File: src/rtl/snes_csync_gen.sv
// SNES-style composite/horizontal/vertical sync generator driven by MCLK.
// Counts 1364 MCLK per line, 262/312 lines per field (+1 on odd interlaced fields).
module snes_csync_gen #(
    parameter int unsigned NTSC_LINES = 262,
    parameter int unsigned PAL_LINES  = 312
) (
    input  logic        MCLK_i,
    input  logic        RESET_i,
    input  logic        PALMODE,
    input  logic        INTERLACE_i,
    output logic        CSYNC_o,
    output logic        HSYNC_o,
    output logic        VSYNC_o,
    output logic        FIELD_o,
    output logic        LINE_START_o,
    output logic        FRAME_START_o,
    output logic [10:0] HCNT_o,
    output logic [8:0]  VCNT_o
);

    localparam logic [10:0] H_LAST       = 11'd1363;
    localparam logic [10:0] H_SYNC_END   = 11'd100;
    localparam logic [10:0] EQ_END       = 11'd50;
    localparam logic [10:0] BROAD_END    = 11'd582;
    localparam logic [10:0] HALF_LINE    = 11'd682;
    localparam logic [10:0] EQ2_END      = 11'd732;
    localparam logic [10:0] BROAD2_END   = 11'd1264;
    localparam logic [8:0]  NTSC_LAST    = 9'(NTSC_LINES - 1);
    localparam logic [8:0]  PAL_LAST     = 9'(PAL_LINES - 1);
    localparam logic [8:0]  V_EQ_PRE_END = 9'd2;
    localparam logic [8:0]  V_BROAD_END  = 9'd5;
    localparam logic [8:0]  V_EQ_POST_END = 9'd8;

    typedef enum logic [1:0] {
        EQ_PRE,
        BROAD,
        EQ_POST,
        ACTIVE
    } line_t;

    line_t       state_q, state_d;
    logic [10:0] h_q, h_d;
    logic [8:0]  v_q, v_d;
    logic        field_q, field_d;
    logic        pal_q, pal_d;
    logic        il_q, il_d;
    logic        first_q, first_d;

    logic        csync_q, csync_d;
    logic        hsync_q, hsync_d;
    logic        vsync_q, vsync_d;
    logic        field_out_q, field_out_d;
    logic        line_start_q, line_start_d;
    logic        frame_start_q, frame_start_d;
    logic [10:0] hcnt_q, hcnt_d;
    logic [8:0]  vcnt_q, vcnt_d;

    logic [8:0]  last_v;
    logic        h_wrap;
    logic        field_end;
    logic        out_of_range;
    logic        in_hsync;

    // Field length comes only from the latched mode, never from the live pins.
    always_comb begin
        last_v       = pal_q ? PAL_LAST : NTSC_LAST;
        last_v       = last_v + {8'd0, il_q & field_q};
        h_wrap       = (h_q == H_LAST);
        field_end    = h_wrap && (v_q == last_v);
        out_of_range = (h_q > H_LAST) || (v_q > last_v);
    end

    always_comb begin
        h_d     = h_q + 11'd1;
        v_d     = v_q;
        state_d = state_q;
        field_d = field_q;
        pal_d   = pal_q;
        il_d    = il_q;
        first_d = 1'b0;

        // The first clock after reset adopts the pins as the starting mode.
        if (first_q) begin
            pal_d = PALMODE;
            il_d  = INTERLACE_i;
        end

        if (out_of_range) begin
            h_d     = '0;
            v_d     = '0;
            state_d = EQ_PRE;
        end else if (h_wrap) begin
            h_d = '0;
            if (field_end) begin
                v_d     = '0;
                state_d = EQ_PRE;
                pal_d   = PALMODE;
                il_d    = INTERLACE_i;
                field_d = INTERLACE_i ? ~field_q : 1'b0;
            end else begin
                v_d = v_q + 9'd1;
                case (state_q)
                    EQ_PRE:  if (v_q == V_EQ_PRE_END)  state_d = BROAD;
                    BROAD:   if (v_q == V_BROAD_END)   state_d = EQ_POST;
                    EQ_POST: if (v_q == V_EQ_POST_END) state_d = ACTIVE;
                    ACTIVE:  state_d = ACTIVE;
                    default: state_d = EQ_PRE;
                endcase
            end
        end
    end

    always_comb begin
        in_hsync = (h_q < H_SYNC_END);
        hsync_d  = ~in_hsync;
        vsync_d  = (state_q != BROAD);
        case (state_q)
            ACTIVE:          csync_d = ~in_hsync;
            EQ_PRE, EQ_POST: csync_d = ~((h_q < EQ_END) ||
                                         ((h_q >= HALF_LINE) && (h_q < EQ2_END)));
            BROAD:           csync_d = ~((h_q < BROAD_END) ||
                                         ((h_q >= HALF_LINE) && (h_q < BROAD2_END)));
            default:         csync_d = 1'b1;
        endcase
        field_out_d   = field_q;
        line_start_d  = (h_q == '0);
        frame_start_d = (h_q == '0) && (v_q == '0);
        hcnt_d        = h_q;
        vcnt_d        = v_q;
    end

    always_ff @(posedge MCLK_i or posedge RESET_i) begin
        if (RESET_i) begin
            h_q           <= '0;
            v_q           <= '0;
            state_q       <= EQ_PRE;
            field_q       <= 1'b0;
            pal_q         <= 1'b0;
            il_q          <= 1'b0;
            first_q       <= 1'b1;
            csync_q       <= 1'b1;
            hsync_q       <= 1'b1;
            vsync_q       <= 1'b1;
            field_out_q   <= 1'b0;
            line_start_q  <= 1'b0;
            frame_start_q <= 1'b0;
            hcnt_q        <= '0;
            vcnt_q        <= '0;
        end else begin
            h_q           <= h_d;
            v_q           <= v_d;
            state_q       <= state_d;
            field_q       <= field_d;
            pal_q         <= pal_d;
            il_q          <= il_d;
            first_q       <= first_d;
            csync_q       <= csync_d;
            hsync_q       <= hsync_d;
            vsync_q       <= vsync_d;
            field_out_q   <= field_out_d;
            line_start_q  <= line_start_d;
            frame_start_q <= frame_start_d;
            hcnt_q        <= hcnt_d;
            vcnt_q        <= vcnt_d;
        end
    end

    assign CSYNC_o       = csync_q;
    assign HSYNC_o       = hsync_q;
    assign VSYNC_o       = vsync_q;
    assign FIELD_o       = field_out_q;
    assign LINE_START_o  = line_start_q;
    assign FRAME_START_o = frame_start_q;
    assign HCNT_o        = hcnt_q;
    assign VCNT_o        = vcnt_q;

endmodule
File: config.mk
export PLATFORM = sky130hd
export DESIGN_NAME = snes_csync_gen
export DESIGN_NICKNAME = d
export VERILOG_FILES = /design/src/rtl/snes_csync_gen.sv
export SDC_FILE = /design/constraint.sdc
export NUM_CORES = 1
export LEC_CHECK = 0
export ABC_AREA = 1
export CORE_MARGIN = 1
export CORE_UTILIZATION = 45
export DETAILED_ROUTE_END_ITERATION = 10
export GPL_TIMING_DRIVEN = 0
export PLACE_DENSITY = 0.76
export SETUP_SLACK_MARGIN = 0.5
export SKIP_CTS_REPAIR_TIMING = 1
export SYNTH_ARGS = -nofsm -noshare
export SYNTH_HDL_FRONTEND = slang
export SYNTH_SLANG_ARGS = --single-unit
export TNS_END_PERCENT = 20
File: constraint.sdc
create_clock -name MCLK_i -period 4.95 [get_ports MCLK_i]
set_input_delay 0.7425 -clock MCLK_i [delete_from_list [all_inputs] [get_ports MCLK_i]]
set_output_delay 0.7425 -clock MCLK_i [all_outputs]
set_load 0.01 [all_outputs]
-- Word level (Yosys, flattened, before mapping)
Index checks and enable logic that the tools add are counted.
- flip-flop bits (word level): 52
- input port bits: 4
- output and inout bits: 26
- logic and storage cells: 81
- add/sub/neg operators: 3
- $lt $le $gt $ge: 8
- equal/unequal tests: 12
- mux-type cells: 23
- bitwise operators: 6
- reductions and logical operators: 14
- operators by type and width (cell ; count):
    $mux W9 ; 3
    $lt A11 B10 Y1 const B ; 2
    $mux W11 ; 2
    $mux W2 ; 6
    $ne A4 B4 Y1 const B ; 3
    $add A11 B1 Y11 const B ; 1
    $eq A11 B11 Y1 const B ; 1
    $ge A11 B10 Y1 const B ; 1
    $gt A11 B11 Y1 const B ; 1
    $logic_not A11 Y1 ; 1
    $lt A11 B11 Y1 const B ; 1
    $lt A11 B6 Y1 const B ; 1
    $lt A11 B7 Y1 const B ; 1
    $add A9 B1 Y9 ; 1
    $add A9 B1 Y9 const B ; 1
    $eq A9 B2 Y1 const B ; 1
    $eq A9 B3 Y1 const B ; 1
    $eq A9 B4 Y1 const B ; 1
    $eq A9 B9 Y1 ; 1
    $gt A9 B9 Y1 ; 1
    $logic_not A9 Y1 ; 1
    $mux W1 ; 9
    $pmux W2 S4 ; 1
    $mux W6 ; 1
    13 further kinds ; 23

-- Longest topological paths before layout
- word-level depth: 7
- depth in mapped cells: 17
- depth with buffers taken out: 17

-- Least setup slack after synthesis
Ideal clock, no wire load.
- path type: flip-flop to flip-flop
- start point: register field_q (netlist: field_out_d)
- end point: register h_q[2]
- setup time: 80 ps
- arrival time: 1974 ps
- required time: 4870 ps
- path slack: 2896 ps
- cell stages (with the launch flop): 17
- buffers on the path: 1
- period minus slack after synthesis: 2054 ps
- cell sequence: dfrtp_1 -> nand2_1 -> inv_1 -> ha_1 -> inv_1 -> ha_1 -> nand2_1 -> nor2_1 -> nand2_1 -> nand2_1 -> inv_1 -> nand2_1 -> nand2_4 -> inv_6 -> nand2_4 -> buf_6 -> nor3b_2
- cells in the longest elaborated chain, start to end: 5
- ends and longest elaborated chain (what ; RTL line ; RTL):
    start, declared ; 44 ; logic field_q, field_d;
    start signal, assigned ; 153 ; field_q <= field_d;
    $and A1 B1 Y1 ; 67 ; last_v = last_v + {8'd0, il_q & field_q};
    $add A9 B1 Y9 ; 67 ;
    $gt A9 B9 Y1 ; 70 ; out_of_range = (h_q > H_LAST) || (v_q > last_v);
    $logic_or A1 B1 Y1 ; 70 ;
    $mux W11 ; 88 ; if (out_of_range) begin
    net h_d[2] ; 42 ; logic [10:0] h_q, h_d;
    end signal, assigned ; 134 ; h_q <= '0;
    end signal, assigned ; 150 ; h_q <= h_d;
    end, declared ; 42 ;
The timed path passes the listed nets, and every way through them passes these cells.
A chain may end at the register's enable or synchronous reset.

-- Final worst setup path
Ends and elaborated chain as after synthesis.

==> results.toml <==
[outcome]
outcome = "completed"

[global_routing]
grt_max_degree = 39
grt-busiest-layer = "met2"
grt_use_met2_pct = 27.5
grt_pass1_vias = 1968
overflow = 0
met1_usage_pct = 27.3
track_usage_pct = 18.9
antenna_found_initial = 0
grt_pass1_wl_um = 9150
use_met3_pct = 3.79

[sta]
setup_ws_ns = 2.48
fmax_mhz = 405
tns_ns = 0
finalCriticalPeriod_ns = 2.47
setup_viol = 0
finalHoldViolCount = 0
timing.hold.ws_ns = 0.376
clock_skew_ns = 0.00375
rsz0062_at_grt = "no"
drv_slew = 0
fin_crit_sh_pct = 49.8

[clock_tree]
cts.clk_slew.worst_paths_ns = 0.09
clockBufferDepth = 2
cts_buffers = 5
worstSkewPairLatency_ns = 0.30
cts_tree = "done"
cts_max_level = 2
cts_root_buf = "clkbuf_8"
cts_num_sinks = 52

[floorplan]
core_um2 = 5610
dieWidth_um = 79.1
ios = 30
rows = 27
dieArea_um2 = 6260
dieHeight_um = 79.1
initial_core_util_pct = 47.7

[place]
place_congestion = 0.931
place_hpwl_um = 3860
port_buffers = 29
place_worst_setup_slack_ns = 2.53

[cells_and_area]
utilization_pct = 56.8
area_delta_synth_final_pct = 19.0
nets = 366
drive_above_1_share_pct = 9.14
antennaDiodeCount = 0

[routing]
drc = 0
drt-total-wl_um = 5370
avgViaCountPerCell = 5.20
drt_iter0_markers = 235
drt-pass1-iter-count = 6
wl_per_cell_um = 12.7
ant_nets = 0
vias = 2193

[synth]
ys_warn_count = 0
synth-main-ff-cell = "dfrtp_1"
synth-seq-cells = 52
yosys-top-cells-area = "dfrtp_1 45%, nand2_1 7.3%, nand3_1 6.2%, ha_1 6.1%, nor2_1 6.0%"
ys_types = 33
synth_edf_count = 0
synth_top_area_share_pct = 44.9
yosys-top-cells-count = "52 x nand2_1, 48 x dfrtp_1, 43 x nor2_1"
syn_area_per_cell_um2 = 8.58
synthesis.area_um2 = 2680
synth_most_common_cell = "nand2_1"
async_flop_share_pct = 100
synth_area_leader_cell = "dfrtp_1"
synth_cells = 312
yosysSeqAreaShare_pct = 48.8
synth_fp_nets = 329

[flow_run]
cap_violations = 0

[power]
peakVddDrop_v = 0.000119
p_leak_uw = 0.00156
powerDensity_nw_per_um2 = 232
power.total_uw = 739

[setup_path]
path_class = "register to register"
worstPathRequired_ns = 5.18
cp_max_fo = 10
end_kind = "register"
crit_arrival_ns = 2.70
crit_path_start_kind = "register"

[min_path]
hold_class = "register to register"
-- power by group --
part | switching [uW] | internal (uW)
Combinational | 18.6 | 10.4
Clock | 132 | 150
Sequential | 0.981 | 427
-- metrics by stage --
| step | instance area [um2] | instances |
|---|---|---|
| 2_1_floorplan | 2680 | 312 |
| 3_3_place_gp | 3060 | 413 |
| 3_5_place_dp | 3080 | 414 |
| 4_1_cts | 3180 | 422 |
| 5_1_grt | 3180 | 422 |
| 6_report | 3180 | 422 |
-- sequential cells by signal, summed over array words and instances (netlist names) --
name / flops
FRAME_START_o: 1
il_q: 1
VSYNC_o: 1
HCNT_o: 11
CSYNC_o: 1
HSYNC_o: 1
pal_q: 1
field_out_d: 1
h_q: 11
FIELD_o: 1
state_q: 2
v_q: 9
LINE_START_o: 1
first_q: 1
VCNT_o: 9
-- cell usage in the layout (no fill, tap or decap), drive strengths merged, types with 2 or more instances in the layout --
| cell | n |
|---|---|
| nand2 | 55 |
| nand4 | 9 |
| dfstp | 4 |
| o21ai | 18 |
| buf | 6 |
| o21bai | 2 |
| ha | 13 |
| nor2 | 44 |
| a21oi | 8 |
| nor3 | 11 |
| xor2 | 10 |
| nand3 | 36 |
| a31oi | 2 |
| clkdlybuf4s50 | 29 |
| inv | 41 |
| clkbuf | 6 |
| dfrtp | 48 |
-- final timing paths --
path / endpoint / cells past startpoint / slack [ns] / start
setup / recovery: h_q[2] / 16 / 2.48 / field_out_d
hold / removal: VCNT_o[8] / 0 / 0.38 / v_q[8]
setup reg to reg: h_q[2] / 16 / 2.48 / field_out_d
hold reg to reg: VCNT_o[8] / 0 / 0.38 / v_q[8]
max in group asynchronous: first_q / 3 / 3.67 / RESET_i
min in group asynchronous: VCNT_o[8] / 2 / 0.71 / RESET_i
-- worst max-delay path, cell delays in order (launching register included) --
cell     delay (ns)
dfrtp_1        0.40
nand2_1        0.08
inv_1          0.05
ha_1           0.28
inv_1          0.04
ha_1           0.31
nand2_1        0.07
nor2_1         0.18
nand2_1        0.08
nand2_1        0.07
inv_1          0.03
nand2_1        0.12
nand2_4        0.13
inv_6          0.11
nand2_4        0.10
buf_6          0.17
nor3b_2        0.16
-- layout make-up --
class,count,area (um2)
fill,511,2420
sequential,52,1310
multi-input combinational,214,1170
timing repair buffer,30,310
inverter,41,161
tap,72,90.1
clock buffer,6,72.6
buffer,5,38.8
clock inverter,2,35.0
-- logic make-up (layout without fill, tap and decap cells) --
family                     count (synthesis)  in the layout  synth area share (%)
buffers and inverters                     46             84                  7.48
xor gates and xnor gates                  10             10                  3.27
AOI/OAI and AO/OA                         33             33                  6.69
DFF                                       52             52                  48.8
adders and majority gates                 13             13                  6.08
other                                      1              1                 0.140
and+or+nand+nor                          157            157                  27.5
-- layer usage --
metal	routed length (um)	share of wire [%]
met3	307	5.7
met5	0	0
met1	2600	48
met2	2350	44
met4	114	2.1
(Power assumes the default switching activity.)
